--- src/rtl/hit_scoreboard_if.sv ---
// Bundle between the game logic and hit_scoreboard: enemy positions, laser state,
// explosion-done handshake and the hit/score results.
interface hit_scoreboard_if #(
  parameter int NUM_ENEMIES = 8,
  parameter int SCORE_W     = 16
);
  localparam int IDX_W = $clog2(NUM_ENEMIES);

  logic [10*NUM_ENEMIES-1:0] enemy_x_flat;
  logic [10*NUM_ENEMIES-1:0] enemy_y_flat;
  logic [NUM_ENEMIES-1:0]    enemy_alive;
  logic [9:0]                laser_x;
  logic [9:0]                laser_y;
  logic                      laser_active;
  logic [NUM_ENEMIES-1:0]    done;
  logic [NUM_ENEMIES-1:0]    enemy_hit;
  logic                      laser_hit;
  logic [IDX_W-1:0]          hit_index;
  logic [SCORE_W-1:0]        score;

  // Level-based bundle, no handshake: the master holds positions/flags steady as
  // levels; laser_hit is a single-cycle pulse and hit_index is meaningful while
  // it is high (it keeps its last value otherwise).
  modport master (
    output enemy_x_flat, enemy_y_flat, enemy_alive, laser_x, laser_y,
           laser_active, done,
    input  enemy_hit, laser_hit, hit_index, score
  );

  modport slave (
    input  enemy_x_flat, enemy_y_flat, enemy_alive, laser_x, laser_y,
           laser_active, done,
    output enemy_hit, laser_hit, hit_index, score
  );
endinterface

--- src/rtl/hit_scoreboard.sv ---
// Laser-vs-enemy collision scoreboard: one registered candidate stage, then a
// per-shot FSM that flags at most one enemy. Optional score counter: HIT_SCORE_EN.
module hit_scoreboard #(
  parameter int NUM_ENEMIES  = 8,
  parameter int ENEMY_SIZE   = 30,
  parameter int LASER_X_SIZE = 20,
  parameter int LASER_Y_SIZE = 49,
  parameter int SCORE_W      = 16
) (
  input  logic             clk_i,
  input  logic             rst_i,
  hit_scoreboard_if.slave  sb,
  output logic [1:0]       state_o
);
  localparam int IDX_W = $clog2(NUM_ENEMIES);

  localparam logic [1:0] IDLE  = 2'd0;
  localparam logic [1:0] ARMED = 2'd1;
  localparam logic [1:0] SPENT = 2'd2;

  localparam logic [10:0] ES  = 11'(ENEMY_SIZE);
  localparam logic [10:0] LXS = 11'(LASER_X_SIZE);
  localparam logic [10:0] LYS = 11'(LASER_Y_SIZE);

  logic [NUM_ENEMIES-1:0] cand_d, cand_q;
  logic                   active_q;
  logic [1:0]             state_d, state_q;
  logic [NUM_ENEMIES-1:0] enemy_hit_d, enemy_hit_q;
  logic                   laser_hit_d, laser_hit_q;
  logic [IDX_W-1:0]       hit_index_d, hit_index_q;

  logic [10:0]      ex_c, ey_c, lx_c, ly_c;
  logic             any_cand;
  logic [IDX_W-1:0] pick_idx;
  logic             evaluate;
  logic             fire;

  // Stage 1: 11-bit compares so edge-of-screen sums never wrap.
  always_comb begin
    cand_d = '0;
    ex_c   = '0;
    ey_c   = '0;
    lx_c   = {1'b0, sb.laser_x};
    ly_c   = {1'b0, sb.laser_y};
    for (int i = 0; i < NUM_ENEMIES; i++) begin
      ex_c = {1'b0, sb.enemy_x_flat[10*i +: 10]};
      ey_c = {1'b0, sb.enemy_y_flat[10*i +: 10]};
      cand_d[i] = (lx_c <= ex_c + ES) && (lx_c + LXS >= ex_c) &&
                  (ly_c <= ey_c + ES) && (ly_c + LYS >= ey_c) &&
                  sb.enemy_alive[i] && !enemy_hit_q[i] && !sb.done[i];
    end
  end

  // Lowest-index candidate wins.
  always_comb begin
    any_cand = |cand_q;
    pick_idx = '0;
    for (int i = NUM_ENEMIES - 1; i >= 0; i--) begin
      if (cand_q[i]) pick_idx = IDX_W'(i);
    end
  end

  // IDLE with a registered active laser is already a live shot, so the hit can be
  // taken on the same edge that would arm it; this keeps the latency at 2 cycles.
  // A done arriving with the hit cancels it and the shot stays armed.
  assign evaluate = (state_q == ARMED) || ((state_q == IDLE) && active_q);
  assign fire     = evaluate && any_cand && !sb.done[pick_idx];

  always_comb begin
    state_d = state_q;
    case (state_q)
      IDLE:    if (active_q) state_d = fire ? SPENT : ARMED;
      ARMED: begin
        if (fire)                       state_d = SPENT;
        else if (!any_cand && !active_q) state_d = IDLE;
      end
      SPENT:   if (!active_q) state_d = IDLE;
      default: state_d = IDLE;
    endcase
  end

  always_comb begin
    enemy_hit_d = enemy_hit_q & ~sb.done;
    if (fire) enemy_hit_d[pick_idx] = 1'b1;
    laser_hit_d = fire;
    hit_index_d = fire ? pick_idx : hit_index_q;
  end

  always_ff @(posedge clk_i) begin
    if (rst_i) begin
      cand_q      <= '0;
      active_q    <= 1'b0;
      state_q     <= IDLE;
      enemy_hit_q <= '0;
      laser_hit_q <= 1'b0;
      hit_index_q <= '0;
    end else begin
      cand_q      <= cand_d;
      active_q    <= sb.laser_active;
      state_q     <= state_d;
      enemy_hit_q <= enemy_hit_d;
      laser_hit_q <= laser_hit_d;
      hit_index_q <= hit_index_d;
    end
  end

`ifdef HIT_SCORE_EN
  logic [SCORE_W-1:0] score_d, score_q;

  always_comb begin
    score_d = score_q;
    if (fire && (score_q != {SCORE_W{1'b1}})) score_d = score_q + 1'b1;
  end

  always_ff @(posedge clk_i) begin
    if (rst_i) score_q <= '0;
    else       score_q <= score_d;
  end

  assign sb.score = score_q;
`else
  assign sb.score = {SCORE_W{1'b0}};
`endif

  assign sb.enemy_hit = enemy_hit_q;
  assign sb.laser_hit = laser_hit_q;
  assign sb.hit_index = hit_index_q;
  assign state_o      = state_q;
endmodule

--- src/flat_wrapper.sv ---
// flat-port wrapper written by rule: the top's interface ports become plain ports
module hit_scoreboard_flat 
#(
  parameter int NUM_ENEMIES  = 8,
  parameter int ENEMY_SIZE   = 30,
  parameter int LASER_X_SIZE = 20,
  parameter int LASER_Y_SIZE = 49,
  parameter int SCORE_W      = 16
)
  (clk_i, rst_i, state_o, sb_enemy_x_flat, sb_enemy_y_flat, sb_enemy_alive, sb_laser_x, sb_laser_y, sb_laser_active, sb_done, sb_enemy_hit, sb_laser_hit, sb_hit_index, sb_score);
  hit_scoreboard_if #(.NUM_ENEMIES(NUM_ENEMIES), .SCORE_W(SCORE_W)) sb_i ();
  input  logic clk_i;
  input  logic rst_i;
  output logic [1:0] state_o;
  input wire logic [$bits(sb_i.enemy_x_flat)-1:0] sb_enemy_x_flat;
  input wire logic [$bits(sb_i.enemy_y_flat)-1:0] sb_enemy_y_flat;
  input wire logic [$bits(sb_i.enemy_alive)-1:0] sb_enemy_alive;
  input wire logic [$bits(sb_i.laser_x)-1:0] sb_laser_x;
  input wire logic [$bits(sb_i.laser_y)-1:0] sb_laser_y;
  input wire logic [$bits(sb_i.laser_active)-1:0] sb_laser_active;
  input wire logic [$bits(sb_i.done)-1:0] sb_done;
  output wire logic [$bits(sb_i.enemy_hit)-1:0] sb_enemy_hit;
  output wire logic [$bits(sb_i.laser_hit)-1:0] sb_laser_hit;
  output wire logic [$bits(sb_i.hit_index)-1:0] sb_hit_index;
  output wire logic [$bits(sb_i.score)-1:0] sb_score;
  assign sb_i.enemy_x_flat = sb_enemy_x_flat;
  assign sb_i.enemy_y_flat = sb_enemy_y_flat;
  assign sb_i.enemy_alive = sb_enemy_alive;
  assign sb_i.laser_x = sb_laser_x;
  assign sb_i.laser_y = sb_laser_y;
  assign sb_i.laser_active = sb_laser_active;
  assign sb_i.done = sb_done;
  assign sb_enemy_hit = sb_i.enemy_hit;
  assign sb_laser_hit = sb_i.laser_hit;
  assign sb_hit_index = sb_i.hit_index;
  assign sb_score = sb_i.score;
  hit_scoreboard #(.NUM_ENEMIES(NUM_ENEMIES), .ENEMY_SIZE(ENEMY_SIZE), .LASER_X_SIZE(LASER_X_SIZE), .LASER_Y_SIZE(LASER_Y_SIZE), .SCORE_W(SCORE_W)) u_core (.clk_i(clk_i), .rst_i(rst_i), .sb(sb_i), .state_o(state_o));
endmodule
--- config.mk ---
export PLATFORM = sky130hd
export DESIGN_NAME = hit_scoreboard_flat
export DESIGN_NICKNAME = d
export VERILOG_FILES = /design/src/rtl/hit_scoreboard_if.sv /design/src/rtl/hit_scoreboard.sv /design/src/flat_wrapper.sv
export SDC_FILE = /design/constraint.sdc
export NUM_CORES = 1
export LEC_CHECK = 0
export ABC_CLOCK_PERIOD_IN_PS = 8100
export CORE_MARGIN = 3
export CORE_UTILIZATION = 55
export CTS_CLUSTER_SIZE = 14
export DETAILED_ROUTE_END_ITERATION = 10
export PLACE_DENSITY = 0.86
export SLEW_MARGIN = 10
export SYNTH_ARGS = -nofsm -noshare
export SYNTH_HDL_FRONTEND = slang
export SYNTH_SLANG_ARGS = --single-unit
--- constraint.sdc ---
create_clock -name clk_i -period 8.1 [get_ports clk_i]
set_input_delay 1.62 -clock clk_i [delete_from_list [all_inputs] [get_ports clk_i]]
set_output_delay 1.62 -clock clk_i [all_outputs]
set_load 0.03 [all_outputs]
==> results of run 1 <==
## critical path, cell delays in order
cell,delay [ns]
clkdlybuf4s50_1,0.90
ha_1,0.30
nand3_1,0.15
nand2_1,0.16
nand3_1,0.10
xnor2_1,0.82
ha_1,0.39
a2111oi_0,0.36
o21ai_0,0.14
and3b_1,0.18
## cell usage in the layout (no fill, tap or decap), types with 12 or more instances in the layout
cell type,count
a21o_1,40
nor3_1,46
nor2_1,68
a21oi_1,74
a211oi_1,25
nand4_1,39
clkdlybuf4s50_1,212
a2111oi_0,16
conb_1,16
nor2b_1,15
inv_1,160
ha_1,330
nand3_1,30
o21bai_1,17
xnor2_1,121
dfxtp_1,23
o211ai_1,12
o21ai_0,61
nand2_1,78
## metrics by stage
step                std cells  hold WS (ns)
floorplan                1352        0.4741
global placement         1773        0.4652
detailed placement       1773        0.4711
CTS                      1777        0.4805
global route             1777        0.4991
finish                   1777        0.4771
## area by class of cell
cell class / instances / area, sq um / share of cell area (%)
multi-input combinational: 1146 / 9338 / 72.33
timing repair buffer: 215 / 2145 / 16.61
inverter: 160 / 600.6 / 4.652
sequential: 23 / 460.4 / 3.567
tap: 229 / 286.5 / 2.219
clock buffer: 3 / 75.07 / 0.5815
clock inverter: 1 / 5.005 / 0.03877
## state kept, by name, summed over array words and instances (netlist names)
| register | cells |
|---|---|
| u_core.sb.hit_index | 3 |
| u_core.sb.enemy_hit | 8 |
| u_core.sb.laser_hit | 1 |
| u_core.state_o | 2 |
| u_core.active_q | 1 |
| u_core.cand_q | 8 |
## synth_stat cells (all sizes together) (5+ instances only)
cell	count
ha	330
inv	160
xnor2	121
nand2	78
a21oi	74
nor2	69
o21ai	62
nor3	46
a21o	40
nand4	39
nand3	30
a211oi	25
dfxtp	23
buf	21
o21bai	17
a2111oi	16
nor2b	15
o211ai	12
o41ai	12
o2111ai	11
and3	10
nand2b	10
a31oi	9
nor4b	9
o21a	9
o31ai	9
nor4	8
a21boi	7
and4	5
o22ai	5
## path summary, 6_finish.rpt
path,startpoint,end,slack (ns),depth (start not counted)
worst min-delay path,u_core.sb.hit_index[2],u_core.sb.hit_index[2],0.48,2
worst max-delay path,sb_laser_y[1],u_core.cand_q[5],3.13,10
worst max register to register,u_core.cand_q[4],u_core.sb.hit_index[2],6.15,6
worst min register to register,u_core.sb.hit_index[2],u_core.sb.hit_index[2],0.48,2
## kinds of logic after synthesis
logic type      count (synthesis)  synth area share (%)
flops                          23                 4.378
compound gates                338                 21.78
fa+ha+maj                     330                 39.26
buf+inv                       183                 7.365
simple gates                  337                 16.76
other cells                     1               0.03566
xor+xnor                      125                 10.41
## routing by layer
metal  vias to the layer above  global-route usage [%]  wire (microns)
li1                       5354                       -               -
met1                      5159                   38.59           13580
met2                       510                   56.79           16320
met3                       126                   3.671            2634
met4                         0                   11.68            1363
met5                         -                       0               0
## power groups by stage
stage	sequential, mW	combinational (mW)	clock, mW
after floorplan	0.120	0.463	0
after global placement	0.119	0.713	0
after detailed placement	0.119	0.743	0
after CTS	0.117	0.749	0.113
after global routing	0.117	0.852	0.115
final	0.117	0.762	0.114
==> results.py, run 1 <==
metrics = {
    "cells_and_area": {
        "design_area_sq_um": 12910,
        "antenna_cells": 0,
        "final_nets": 2078,
        "area_growth_pct": 22.76,
        "utilization_pct": 70.19,
        "nFillCells": 1471,
        "drive_gt1_share_pct": 1.227,
    },
    "routing": {
        "via_count": 11150,
        "initialDrtViolationCount": 746,
        "ant_nets": 0,
        "first_pass_iters": 8,
        "routed_wl_microns": 33900,
        "via_per_inst": 6.274,
        "remaining_drc_errors": 0,
        "routedWlPerCell_microns": 19.08,
    },
    "sta": {
        "finClkSkew_ns": 0.009897,
        "finalCritPeriodShare_pct": 61.37,
        "finalHoldViolCount": 0,
        "maxSlewHeadroom_pct": 30.56,
        "fin_crit_ns": 4.971,
        "tightestPinTransition_ns": 1.034,
        "max_freq_mhz": 201.2,
        "rsz0062_at_grt": "no",
        "fin_ws_ns": 3.129,
        "slew_viol_final": 0,
        "tns_ns": 0,
        "setup_viol": 0,
    },
    "yosys": {
        "yosysWarnings": 0,
        "synth_largest_area_cell": "ha_1",
        "synthCells": 1337,
        "seq_area_frac_synth_pct": 4.378,
        "synth_ff_type": "dfxtp_1",
        "synth-async-reset-ratio_pct": 0,
        "avgSynthCellArea_sq_um": 7.866,
        "synth_seq_cells": 23,
        "netlist_area_sq_um": 10520,
        "synth.area.top_cells": "ha_1 39%, xnor2_1 10%, inv_1 5.7%, dfxtp_1 4.4%, a21oi_1 3.5%",
        "synth.distinct_cells": 69,
        "synth-edff-count": 0,
        "synth.top_cell.area_share_pct": 39.26,
    },
    "clock_network": {
        "clock_latency_ns": 0.27,
        "post_cts_buffers": 0,
        "hold_buffers": 0,
        "cts_sinks": 23,
        "h-tree-depth": 1,
        "cts_tree": "done",
        "cts.path.max_buffers": 2,
        "cts_buffers": 3,
        "clkTransAtPathRegs_ns": 0.07,
        "post_cts_resized": 0,
        "root_buffer": "clkbuf_16",
    },
    "die": {
        "chipWidth_microns": 144.3,
        "die_area_sq_um": 20820,
        "start_util_pct": 57.18,
        "core_area_sq_um": 18390,
        "pin_count": 229,
        "fp-row-count": 49,
        "die_y_microns": 144.3,
    },
    "placed_design": {
        "gp_congestion": 0.9860,
        "dpl_cell_area_sq_um": 12830,
        "io_buffers": 212,
        "hpwl_microns": 28310,
        "post-place-ws_ns": 2.932,
    },
    "global_route": {
        "grt_antenna_before_repair": 0,
        "grt_pass1_wl_microns": 53360,
        "grt_pass1_vias": 11110,
        "gr-usage-all-layers_pct": 31.58,
        "overflow": 0,
        "grt_max_degree": 26,
    },
    "pwr": {
        "p_per_area_nw_per_um2": 76.95,
        "pwr-share-seq_pct": 11.8,
        "power_switching_mw": 0.4625,
        "power_switching_share_pct": 46.56,
        "clockPowerShare_pct": 11.5,
        "p_int_mw": 0.5309,
        "p_comb_share_pct": 76.7,
        "p_leak_nw": 6.169,
        "worst_ir_drop_vdd_v": 0.00006170,
        "total_power_mw": 0.9934,
    },
    "hold_path": {
        "hold_path_class": "reg -> reg",
    },
    "outcome": {
        "status": "finished clean",
    },
    "critical_path": {
        "crit_type": "in -> reg",
        "crit_fanout": 11,
        "worstPathRequired_ns": 8.27,
        "critPathLaunchType": "primary input",
        "cp.arrival_ns": 5.14,
        "endpoint_kind": "flop",
    },
    "job": {
        "drv_cap": 0,
    },
}
Power figures use the tool's default switching activity.
==> inputs of run 2 (changes only) <==
- ABC_CLOCK_PERIOD_IN_PS: 8100 -> 4820
- CORE_UTILIZATION: 55 -> 54
- PLACE_DENSITY: 0.86 -> 0.84
- clock period: 8.1 -> 4.82 ns (I/O delays scaled with it)
==> run 2 against run 1 <==
Compared with the run above:
- via count down 0.48%
- hold slack improved by 0.011 ns
- wire length up 0.29%
- first-iteration DRC count decreased by 8.4%
- final area grew 1.4%
- final cell count is 2.8% higher
- sequential share of layout area barely moved
- die area increased by 1.8%
- register-to-register slack got worse by 3.3 ns
- sequential power grew 68%
- combinational power is 71% higher
- global-route usage decreased by 0.91 points
==> results.py, run 2 (synthesis gave the netlist of run 1 again) <==
metrics = {
    "clock_network": {
        "cts_tree": "done",
        "post_cts_buffers": 0,
        "root_buffer": "clkbuf_16",
        "cts_sinks": 23,
        "cts.path.max_buffers": 2,
        "cts_buffers": 3,
        "clock_latency_ns": 0.26,
        "clkTransAtPathRegs_ns": 0.07,
        "post_cts_resized": 0,
        "h-tree-depth": 1,
        "hold_buffers": 0,
    },
    "critical_path": {
        "reg2reg_from": "u_core.sb.enemy_hit[7]",
        "r2r_slack_ns": 2.84,
        "crit_fanout": 8,
        "crit_type": "in -> reg",
        "cp.arrival_ns": 4.23,
        "endpoint_kind": "flop",
        "worstReg2RegEnd": "u_core.cand_q[7]",
        "r2r_cells": 4,
        "worstPathRequired_ns": 4.96,
        "critPathLaunchType": "primary input",
    },
    "sta": {
        "finalHoldViolCount": 0,
        "fin_crit_ns": 4.094,
        "slew_viol_final": 0,
        "max_freq_mhz": 244.3,
        "holdWs_ns": 0.4877,
        "rsz0062_at_grt": "no",
        "finClkSkew_ns": 0.002664,
        "setup_viol": 0,
        "fin_ws_ns": 0.7264,
        "tns_ns": 0,
        "tightestPinTransition_ns": 1.071,
        "maxSlewHeadroom_pct": 27.59,
        "finalCritPeriodShare_pct": 84.93,
    },
    "pwr": {
        "clockPowerShare_pct": 11.2,
        "p_comb_share_pct": 77.1,
        "p_int_mw": 0.9059,
        "power_switching_mw": 0.7777,
        "pwr-share-seq_pct": 11.7,
        "total_power_mw": 1.684,
        "p_per_area_nw_per_um2": 128.6,
        "power_switching_share_pct": 46.19,
        "p_leak_nw": 6.260,
        "worst_ir_drop_vdd_v": 0.0001293,
    },
    "cells_and_area": {
        "finalNonFillerCells": 1827,
        "design_area_sq_um": 13090,
        "utilization_pct": 69.29,
        "layout_commonest_cell": "ha_1",
        "final_nets": 2097,
        "area_growth_pct": 24.49,
        "drive_gt1_share_pct": 2.425,
        "antenna_cells": 0,
        "final_cell_mix": "330 x ha_1, 212 x clkdlybuf4s50_1, 160 x inv_1, 121 x xnor2_1, 78 x nand2_1",
    },
    "routing": {
        "remaining_drc_errors": 0,
        "via_count": 11100,
        "routed_wl_microns": 34000,
        "ant_nets": 0,
        "first_pass_iters": 5,
        "via_per_inst": 6.073,
        "initialDrtViolationCount": 683,
        "routedWlPerCell_microns": 18.61,
    },
    "hold_path": {
        "hold_path_class": "reg -> reg",
        "min_to": "u_core.sb.hit_index[1]",
        "whs_path_depth": 2,
        "min-delay-start": "u_core.sb.hit_index[1]",
    },
    "die": {
        "pin_count": 229,
        "die_y_microns": 145.6,
        "die_area_sq_um": 21180,
        "start_util_pct": 55.66,
        "core_area_sq_um": 18890,
        "fp-row-count": 50,
        "chipWidth_microns": 145.6,
    },
    "global_route": {
        "overflow": 0,
        "grt_pass1_vias": 11150,
        "gr-usage-all-layers_pct": 30.68,
        "grt_max_degree": 18,
        "grt_pass1_wl_microns": 53960,
        "grt_antenna_before_repair": 0,
    },
    "placed_design": {
        "post-place-ws_ns": 0.5789,
        "dpl_cell_area_sq_um": 13010,
        "place_inst": 1823,
        "io_buffers": 212,
        "hpwl_microns": 28920,
        "gp_congestion": 0.9471,
    },
    "job": {
        "drv_cap": 0,
    },
    "outcome": {
        "status": "finished clean",
    },
}
==> run 2: cell types whose count changed in the layout (fill, tap and decap cells not counted), sizes merged <==
cell  change
buf      +19
==> run 2: per-layer routing <==
layer  vias up  GRT usage [%]  part of all wire [%]
li1       5390              -                     -
met1      5108          37.34                    40
met2       474          52.79                    47
met3       124          4.671                   7.8
met4         0          15.05                   5.3
met5         -              0                     0
==> run 2: area by class of cell <==
type	count	area (sq um)
timing repair buffer	234	2287
fill	1618	5802
clock buffer	3	75.07
multi-input combinational	1146	9338
clock inverter	1	5.005
tap	260	325.3
sequential	23	460.4
inverter	160	600.6
==> run 2: worst max-delay path by stage <==
stage / start / endpoint / slack (ns) / depth (start not counted)
after floorplan: sb_laser_y[3] / u_core.cand_q[4] / 1.74 / 11
after CTS: sb_laser_y[1] / u_core.cand_q[2] / 0.81 / 11
after global routing: sb_laser_y[1] / u_core.cand_q[2] / 0.58 / 11
final: sb_laser_y[1] / u_core.cand_q[0] / 0.73 / 10
after detailed placement: sb_laser_y[1] / u_core.cand_q[0] / 0.58 / 10
after global placement: sb_laser_y[1] / u_core.cand_q[2] / 0.68 / 11
==> run 2: worst max-delay path: stages <==
cell,delay [ns]
clkdlybuf4s50_1,0.62
ha_1,0.24
nand3_1,0.15
xor2_1,0.76
ha_1,0.37
o2111ai_1,0.10
a21oi_1,0.06
a2111oi_0,0.55
o21ai_0,0.24
nor4bb_1,0.17
==> run 2: power by group through the flow <==
stage / combinational, mW / sequential (mW) / clock (mW)
floorplan: 0.778 / 0.201 / 0
global placement: 1.22 / 0.200 / 0
detailed placement: 1.27 / 0.201 / 0
CTS: 1.28 / 0.196 / 0.189
global route: 1.45 / 0.197 / 0.198
finish: 1.30 / 0.196 / 0.189
